File: config.mk
export PLATFORM = sky130hd
export DESIGN_NAME = fir_mac_sequencer
export DESIGN_NICKNAME = d
export VERILOG_FILES = /design/src/rtl/fir_pkg.sv /design/src/rtl/fir_sample_ring.sv /design/src/rtl/fir_mac_sequencer.sv
export SDC_FILE = /design/constraint.sdc
export NUM_CORES = 2
export LEC_CHECK = 0
export CORE_MARGIN = 5
export CORE_UTILIZATION = 30
export CTS_CLUSTER_SIZE = 30
export DETAILED_ROUTE_END_ITERATION = 8
export PLACE_DENSITY = 0.42
export RECOVER_POWER = 100
export SYNTH_ARGS = -nofsm -noshare
export SYNTH_HDL_FRONTEND = slang
export SYNTH_HIERARCHICAL = 1
export SYNTH_SLANG_ARGS = --single-unit
export TNS_END_PERCENT = 10
File: constraint.sdc
create_clock -name clk -period 14.9 [get_ports clk]
set_input_delay 2.235 -clock clk [delete_from_list [all_inputs] [get_ports clk]]
set_output_delay 2.235 -clock clk [all_outputs]
set_load 0.02 [all_outputs]
File: src/rtl/fir_pkg.sv
// Shared constants, FSM state type and the 32-tap coefficient set for the FIR MAC engine.
package fir_pkg;

    localparam int unsigned TAPS = 32;
    localparam int unsigned AW   = 5;
    localparam int unsigned DW   = 16;
    localparam int unsigned CW   = 20;
    localparam int unsigned ACCW = 40;

    typedef enum logic [1:0] {
        StIdle,
        StMac,
        StOut
    } state_e;

    // Symmetric low-pass set, Q16 scale; sums to 65534.
    localparam int COEF_TABLE [TAPS] = '{
        -98, -122, -89, 59, 331, 586, 546, -28,
        -1083, -2102, -2226, -652, 2842, 7596, 12190, 15017,
        15017, 12190, 7596, 2842, -652, -2226, -2102, -1083,
        -28, 546, 586, 331, 59, -89, -122, -98
    };

    function automatic logic signed [CW-1:0] coef_at(input logic [AW-1:0] idx);
        return CW'(COEF_TABLE[idx]);
    endfunction

endpackage

File: src/rtl/fir_sample_ring.sv
// Circular sample history: one synchronous write port, one combinational read port.
module fir_sample_ring
    import fir_pkg::*;
#(
    parameter int unsigned Depth = TAPS,
    parameter int unsigned Width = DW,
    parameter int unsigned IdxW  = AW
) (
    input  logic                    clk_i,
    input  logic                    rst_ni,
    input  logic                    wr_en_i,
    input  logic [IdxW-1:0]         wr_ptr_i,
    input  logic signed [Width-1:0] wr_data_i,
    input  logic [IdxW-1:0]         rd_idx_i,
    output logic signed [Width-1:0] rd_data_o
);

    logic signed [Width-1:0] mem_q [Depth];

    always_ff @(posedge clk_i) begin
        if (!rst_ni) begin
            for (int unsigned i = 0; i < Depth; i++) begin
                mem_q[i] <= '0;
            end
        end else if (wr_en_i) begin
            mem_q[wr_ptr_i] <= wr_data_i;
        end
    end

    assign rd_data_o = mem_q[rd_idx_i];

endmodule

File: src/rtl/fir_mac_sequencer.sv
// Time-multiplexed FIR: one shared MAC walks all taps per accepted sample, then rounds and clamps.
module fir_mac_sequencer
    import fir_pkg::*;
(
    input  logic                 clk,
    input  logic                 rst,
    input  logic                 in_valid,
    output logic                 in_ready,
    input  logic signed [DW-1:0] data_in,
    output logic [AW-1:0]        coef_addr,
    input  logic signed [CW-1:0] coef_data,
    output logic signed [DW-1:0] Y,
    output logic                 valid_out,
    output logic                 busy
);

    localparam int unsigned PW = DW + CW;

    state_e                 state_q;
    logic [AW-1:0]          k_q;
    logic [AW-1:0]          wr_ptr_q;
    logic [AW-1:0]          newest_q;
    logic signed [ACCW-1:0] acc_q;
    logic signed [ACCW-1:0] acc_d;
    logic signed [DW-1:0]   y_q;
    logic signed [DW-1:0]   y_d;
    logic                   valid_q;

    logic                   accept;
    logic signed [DW-1:0]   hist_rd;
    logic signed [PW-1:0]   prod;
    logic [DW:0]            rnd;
    logic                   acc_fits;

    assign in_ready  = rst && (state_q == StIdle);
    assign accept    = in_valid && in_ready;
    assign busy      = (state_q != StIdle);
    assign coef_addr = (state_q == StMac) ? k_q : '0;
    assign Y         = y_q;
    assign valid_out = valid_q;

    fir_sample_ring #(
        .Depth (TAPS),
        .Width (DW),
        .IdxW  (AW)
    ) u_ring (
        .clk_i     (clk),
        .rst_ni    (rst),
        .wr_en_i   (accept),
        .wr_ptr_i  (wr_ptr_q),
        .wr_data_i (data_in),
        .rd_idx_i  (newest_q - k_q),
        .rd_data_o (hist_rd)
    );

    assign prod  = hist_rd * coef_data;
    assign acc_d = acc_q + {{(ACCW - PW){prod[PW-1]}}, prod};

    // Truncate to Q16, nudge negatives up by one LSB, clamp on 32-bit or 16-bit overflow.
    always_comb begin
        rnd      = {acc_q[31], acc_q[31:16]} + {{DW{1'b0}}, acc_q[ACCW-1]};
        acc_fits = (acc_q[ACCW-1:31] == '0) || (acc_q[ACCW-1:31] == '1);
        y_d      = rnd[DW-1:0];
        if (!acc_fits || (rnd[DW] != rnd[DW-1])) begin
            y_d = acc_q[ACCW-1] ? {1'b1, {(DW-1){1'b0}}} : {1'b0, {(DW-1){1'b1}}};
        end
    end

    always_ff @(posedge clk) begin
        if (!rst) begin
            state_q  <= StIdle;
            acc_q    <= '0;
            k_q      <= '0;
            wr_ptr_q <= '0;
            newest_q <= '0;
            y_q      <= '0;
            valid_q  <= 1'b0;
        end else begin
            valid_q <= 1'b0;
            unique case (state_q)
                StIdle: begin
                    if (accept) begin
                        newest_q <= wr_ptr_q;
                        wr_ptr_q <= wr_ptr_q + 1'b1;
                        k_q      <= '0;
                        acc_q    <= '0;
                        state_q  <= StMac;
                    end
                end
                StMac: begin
                    acc_q <= acc_d;
                    k_q   <= k_q + 1'b1;
                    if (k_q == AW'(TAPS - 1)) begin
                        state_q <= StOut;
                    end
                end
                StOut: begin
                    y_q     <= y_d;
                    valid_q <= 1'b1;
                    state_q <= StIdle;
                end
                default: state_q <= StIdle;
            endcase
        end
    end

endmodule
## Yosys cells after proc, flatten, opt, wreduce, memory -nomap -nowiden

Memories as Yosys holds them, arrays and structs flattened.
Cells that the tools add are included.
Widths: inputs -> output; s select.

| storage, ports and cells | value |
|---|---|
| RAM bits | 512 |
| logic and storage cells | 52 |
| input port bits | 39 |
| memories | 1 |
| flip-flop bits (word level) | 74 |

| operators by class | value |
|---|---|
| muxes and demuxes | 18 |
| multiply operators | 1 |
| reduce and logical (&&, ||, !) cells | 13 |
| add/subtract/negate cells | 5 |
| equal/unequal tests | 7 |

Memory list:

| name | words | bits a word | read ports | clocked after memory_dff | write ports | line | RTL |
|---|---|---|---|---|---|---|---|
| u_ring.mem_q | 32 | 16 | 1 | 0 | 32 | fir_sample_ring.sv:18 | `logic signed [Width-1:0] mem_q [Depth];` |

Operator list:

| kind | count |
|---|---|
| $pmux 40 s2 | 1 |
| $mux 16 | 3 |
| $add 40x40->40 | 1 |
| $mux 40 | 1 |
| $mul 16x20->36 | 1 |
| $add 16x2->17 | 1 |
| $reduce_or 16->1 | 1 |
| $mux 5 | 3 |
| $add 5x1->5 const B | 2 |
| $pmux 5 s2 | 1 |
| $eq 9x9->1 const B | 1 |
| $logic_not 9->1 | 1 |
| $mux 1 | 6 |
| $reduce_and 2->1 | 3 |
| $eq 5x5->1 const B | 1 |
| $sub 5x5->5 | 1 |
| $mux 2 | 2 |
| $pmux 2 s2 | 1 |
| $reduce_bool 2->1 | 2 |
| $eq 2x1->1 const B | 1 |
| $eq 2x2->1 const B | 1 |
| $logic_and 1x1->1 | 2 |
| $logic_not 2->1 | 1 |
| $logic_or 1x1->1 | 2 |
| other kinds (4) | 4 |

## Longest topological paths before layout

| logic depth | value |
|---|---|
| depth after elaboration | 8 |
| mapped depth | 52 |

## Modules after synthesis

Netlist, hierarchy kept.

Modules (own cells, without submodules):

| module | cells each | area an instance (um^2) | instances |
|---|---|---|---|
| fir_sample_ring | 1763 | 23740.3 | 1 |
| fir_mac_sequencer | 1982 | 16931.2 | 1 |

## Least setup slack after synthesis

Ideal clock, no wire load.

| timing path | value |
|---|---|
| path kind | register -> register |
| from | reg k_q[0] |
| to | reg acc_q[39] |
| setup slack | 4780 ps |
| cell stages (with the launch flop) | 49 |
| period minus slack after synthesis | 10120 ps |
| arrival time | 10001 ps |
| required time | 14781 ps |
| buffers on the path | 5 |
| cell sequence | dfxtp_1 -> ha_1 -> fa_1 -> inv_1 -> a21o_1 -> a21oi_1 -> xnor2_1 -> clkbuf_1 -> or2_2 -> clkbuf_1 -> clkbuf_1 -> nor3_1 -> a31oi_1 -> nand3_1 -> clkbuf_1 -> nand2_1 -> fa_1 -> inv_1 -> (+13 left out) -> nor3_1 -> o21ba_2 -> o31a_1 -> o21ai_1 -> a21oi_1 -> mux2i_1 -> nand3_1 -> ha_1 -> clkbuf_1 -> a21o_1 -> a21o_1 -> o41a_1 -> a211o_1 -> a21o_1 -> a21oi_2 -> xor2_1 -> nor3_1 -> o21bai_1 |

| between the ends | value |
|---|---|
| longest elaborated chain between the ends | 5 |

Ends and longest elaborated chain:

| item | line | RTL |
|---|---|---|
| start, declared | fir_mac_sequencer.sv:20 | `logic [AW-1:0] k_q;` |
| start signal, assigned | fir_mac_sequencer.sv:92 | `k_q <= k_q + 1'b1;` |
| $sub 5x5->5 | fir_mac_sequencer.sv:52 | `.rd_idx_i (newest_q - k_q),` |
| $mem_v2 32x16 | -- |  |
| named net hist_rd[7] | fir_mac_sequencer.sv:30 | `logic signed [DW-1:0] hist_rd;` |
| $mul 16x20->36 | fir_mac_sequencer.sv:56 | `assign prod = hist_rd * coef_data;` |
| $add 40x40->40 | fir_mac_sequencer.sv:57 | `assign acc_d = acc_q + {{(ACCW - PW){prod[PW-1]}}, prod};` |
| $pmux 40 s2 | fir_mac_sequencer.sv:80 | `unique case (state_q)` |
| end signal, assigned | fir_mac_sequencer.sv:72 | `acc_q <= '0;` |
| end signal, assigned | fir_mac_sequencer.sv:86 | `acc_q <= '0;` |
| end signal, assigned | fir_mac_sequencer.sv:91 | `acc_q <= acc_d;` |
| end, declared | fir_mac_sequencer.sv:23 | `logic signed [ACCW-1:0] acc_q;` |

The timed path passes the listed nets, and every way through them passes these cells.
A chain may end at the register's enable or synchronous reset.

## Worst setup path after layout

Same ends and word-level chain as after synthesis.

==> run summary <==
Status -> finished with violations
Failing checks -> capacitance limit, slew limit
Die Span Y -> 378 µm
Syn_nets -> 4244
Reg2Reg Depth -> 41
CTS hold repair buffers -> 0
Post-CTS sizing -> 0
DR WL/cell -> 22.4 µm
Clock period minus worst slack -> 12.82 ns
Final Hold Vio Count -> 0
Clock latency on the worst-skew pair -> 0.66 ns
Clk buf depth -> 3
Post-Route Setup TNS -> 0 ns
Post-synth EDFFs -> 512
Worst-path clk slew -> 0.06 ns
I/O Pins -> 63
Clock skew -> 0.0421 ns
Register area -> 16900 µm²
Area of the multi-input gates -> 21400 µm²
# Max-Cap Violations -> 5
Tightest Pin Transition -> 2.82 ns
Critical Path AT -> 13.40 ns
Bufs and invs on worst path -> 5
Grt total ovfl -> 0
Area Overhead vs Synth -> 11.8%
Max transition margin -> -88.3%
Critical Path Stages -> 41
Layout cell share with drive strength beyond 1 -> 4.49%
Metal3 WL -> 3630 µm
Simple-gate portion of the synthesized area -> 16.9%
Post-Synth XOR/XNOR Area -> 1.96%
Placed wire-length estimate -> 87100 µm
Cells after Synth -> 3745
CP endpoint -> acc_q[39]$_SDFFE_PN0P_
Distinct cells, synth -> 70
Drt first-iter violations -> 1497
Slowest CP cell -> nor2b_4
Metal-1 WL -> 51700 µm
Cell Rows -> 135
#FFs+latches synth -> 586
Highest Signal Layer -> met4
H-tree depth -> 3
IO Port Bufs -> 62
Register area share after synthesis -> 41.4%
Largest family of logic cells by synthesized area -> adder cells
Tcrit/Tclk final -> 86.1%
Initial antenna violation count -> 8
Worst Setup Path Type -> reg2reg
Via count -> 26600
Max frequency -> 78.0 MHz
Origin of the critical flop-to-flop path -> k_q[0]$_SDFFE_PN0P_
GPL Wtd Cong -> 0.795
Post-CTS Repair Setup Buffers -> 0
Routed WL -> 125000 µm
DRT antenna net count -> 0
Slowest stage delay, CP -> 0.81 ns
Clk root buf -> clkbuf_16
Setup WS pre-CTS -> 2.35 ns
RSZ-0062 raised after global routing -> no
CP Launch Type -> flop
WL met2 -> 67100 µm
Worst setup startpoint -> k_q[0]$_SDFFE_PN0P_
Crit path capture type -> flop
Count of pins over their slew limit -> 143
Core area -> 135000 µm²
Crit-path max FO -> 25
Worst hold path depth -> 2
CTS Buf Count -> 73
Die X -> 378 µm
DR vias/cell -> 4.76
Fillers -> 13700
Mapped Area -> 40700 µm²
Critical path's most frequent cell -> fa_1
Starting Density -> 30.1%
# setup viols final -> 0
CP delay by family, top -> adder cells
DR pass1 iterations -> 5
Synth Area in Compound Gates -> 7.36%
Syn avg cell area -> 10.9 µm²
CP required -> 15.48 ns
R2R setup slack -> 2.08 ns
CTS tree -> built
First-pass GRT wire length -> 186000 µm
Final setup margin -> 2.08 ns
Reg2reg end -> acc_q[39]$_SDFFE_PN0P_
Worst Hold Class -> reg2reg
Vias in the first global route -> 28000
Synth Flop Type -> edfxtp_1
Synthesis Warnings -> 6
Nets -> 4255
Drt drc -> 0
Die area -> 143000 µm²
Adder-cell area share of the yosys netlist -> 20.1%
Total GRT Usage -> 17.5%
Clock Sinks -> 586
Synth async-reset ratio -> 0%
Post-synthesis mux area share -> 6.35%
Largest net degree at the start of global routing -> 83
[cell usage in the layout (no fill, tap or decap), types with 17 or more instances in the layout]
cell type / synthesis / layout
a211oi_1: 18 / 19
a21o_1: 30 / 30
a21oi_1: 133 / 134
a22o_1: 32 / 32
a22oi_1: 75 / 75
a31oi_1: 24 / 24
and2_0: 1 / 254
and2_1: 664 / 410
buf_4: 3 / 51
clkbuf_1: 181 / 76
clkbuf_16: 0 / 76
clkdlybuf4s50_1: 0 / 39
dfxtp_1: 74 / 74
dlygate4sd3_1: 0 / 22
edfxtp_1: 512 / 512
fa_1: 320 / 320
ha_1: 140 / 140
inv_1: 381 / 381
mux2i_1: 258 / 258
nand2_1: 259 / 259
nand3_1: 76 / 76
nand4_1: 29 / 29
nor2_1: 129 / 139
nor3_1: 34 / 33
o21ai_0: 72 / 76
o21bai_1: 17 / 17
xnor2_1: 64 / 62
xor2_1: 27 / 27
[per-layer routing]
layer  vias to the layer above  global-route usage (%)
met5                         -                       0
met4                         0                    4.59
met3                       141                    1.78
met2                       435                    32.8
met1                     13500                    21.3
li1                      12600                       -
[sequential cells by signal, summed over array words and instances (netlist names)]
name	flops
acc_q	40
u_ring/mem_q	512
k_q	5
wr_ptr_q	5
valid_out	1
Y	16
newest_q	5
state_q	2
[area by class of cell]
cell class | count | share of cell area, %
Timing Repair Buffer | 173 | 2.79
Clock buffer | 100 | 4.51
Antenna cell | 6 | 0.0330
Multi-Input combinational cell | 2539 | 47.0
Clock inverter | 26 | 0.479
Tap cell | 1781 | 4.90
Sequential cell | 586 | 37.1
Inverter | 383 | 3.18
[synth_stat cells (3+ instances only)]
library cell,count,area [µm²]
nand2_1,259,972
ha_1,140,1750
a22o_1,32,280
a21oi_2,3,26.3
nand4_1,29,181
a221oi_1,3,26.3
nand2b_1,16,100
or3_1,7,43.8
nand3b_1,4,30.0
buf_1,10,37.5
mux2i_1,258,2580
o21a_1,10,75.1
o211ai_1,4,30.0
a211o_1,4,35.0
buf_4,3,22.5
and3_1,13,81.3
nor2b_1,9,56.3
and2_1,664,4150
a21oi_1,133,666
o21ai_1,9,45.0
nor4_1,4,25.0
nand3_1,76,380
clkbuf_2,3,15.0
xor2_1,27,236
clkbuf_1,181,679
a211oi_1,18,135
nor2_4,5,56.3
o21ai_0,72,360
a31oi_1,24,150
a21o_1,30,225
edfxtp_1,512,15400
dfxtp_1,74,1480
o31a_1,3,26.3
nor3_1,34,170
a22oi_1,75,563
inv_1,381,1430
o21bai_1,17,128
xnor2_1,64,561
or2_2,3,18.8
buf_2,40,200
o31ai_1,4,30.0
nor2_1,129,484
fa_1,320,6410
nor2_2,6,37.5
[per-stage QoR]
| stage | util (%) | cell area, µm² | std cells | hold WS (ns) |
|---|---|---|---|---|
| final | 33.7 | 45500 | 5594 | 0.460 |
| after CTS | 33.9 | 45800 | 5588 | 0.461 |
| after global placement | 32.2 | 43500 | 5462 | 0.453 |
| after floorplan | - | 40700 | 3745 | 0.432 |
| after global routing | 33.7 | 45500 | 5588 | 0.483 |
| after detailed placement | 32.2 | 43500 | 5462 | 0.453 |
[logic make-up after synthesis]
family          Yosys count
buf+inv                 620
simple gates           1270
fa+ha+maj               460
mux                     258
flops                   586
compound gates          460
xor+xnor                 91
[how the worst min path moves through the flow]
stage | endpoint | from
global placement | acc_q[14]$_SDFFE_PN0P_ | acc_q[14]$_SDFFE_PN0P_
detailed placement | newest_q[0]$_SDFFE_PN0P_ | newest_q[0]$_SDFFE_PN0P_
finish | newest_q[0]$_SDFFE_PN0P_ | newest_q[0]$_SDFFE_PN0P_
global route | newest_q[0]$_SDFFE_PN0P_ | newest_q[0]$_SDFFE_PN0P_
floorplan | acc_q[12]$_SDFFE_PN0P_ | acc_q[12]$_SDFFE_PN0P_
CTS | newest_q[0]$_SDFFE_PN0P_ | newest_q[0]$_SDFFE_PN0P_
[worst register-to-register path: cells and delay by family, from the launching register on]
kind / cells / cell delay [ns]
multiplexers: 1 / 0.23
XOR/XNOR: 2 / 0.83
buffers and inverters: 5 / 0.78
AO/OA/AOI/OAI: 15 / 3.63
flip-flops: 1 / 0.35
AND/OR/NAND/NOR: 8 / 2.67
adder cells (fa/ha/maj): 10 / 4.24
Power is left out: the tool's default activity adds up to more than one toggle a clock period on the data nets, which glitch-free logic cannot reach.
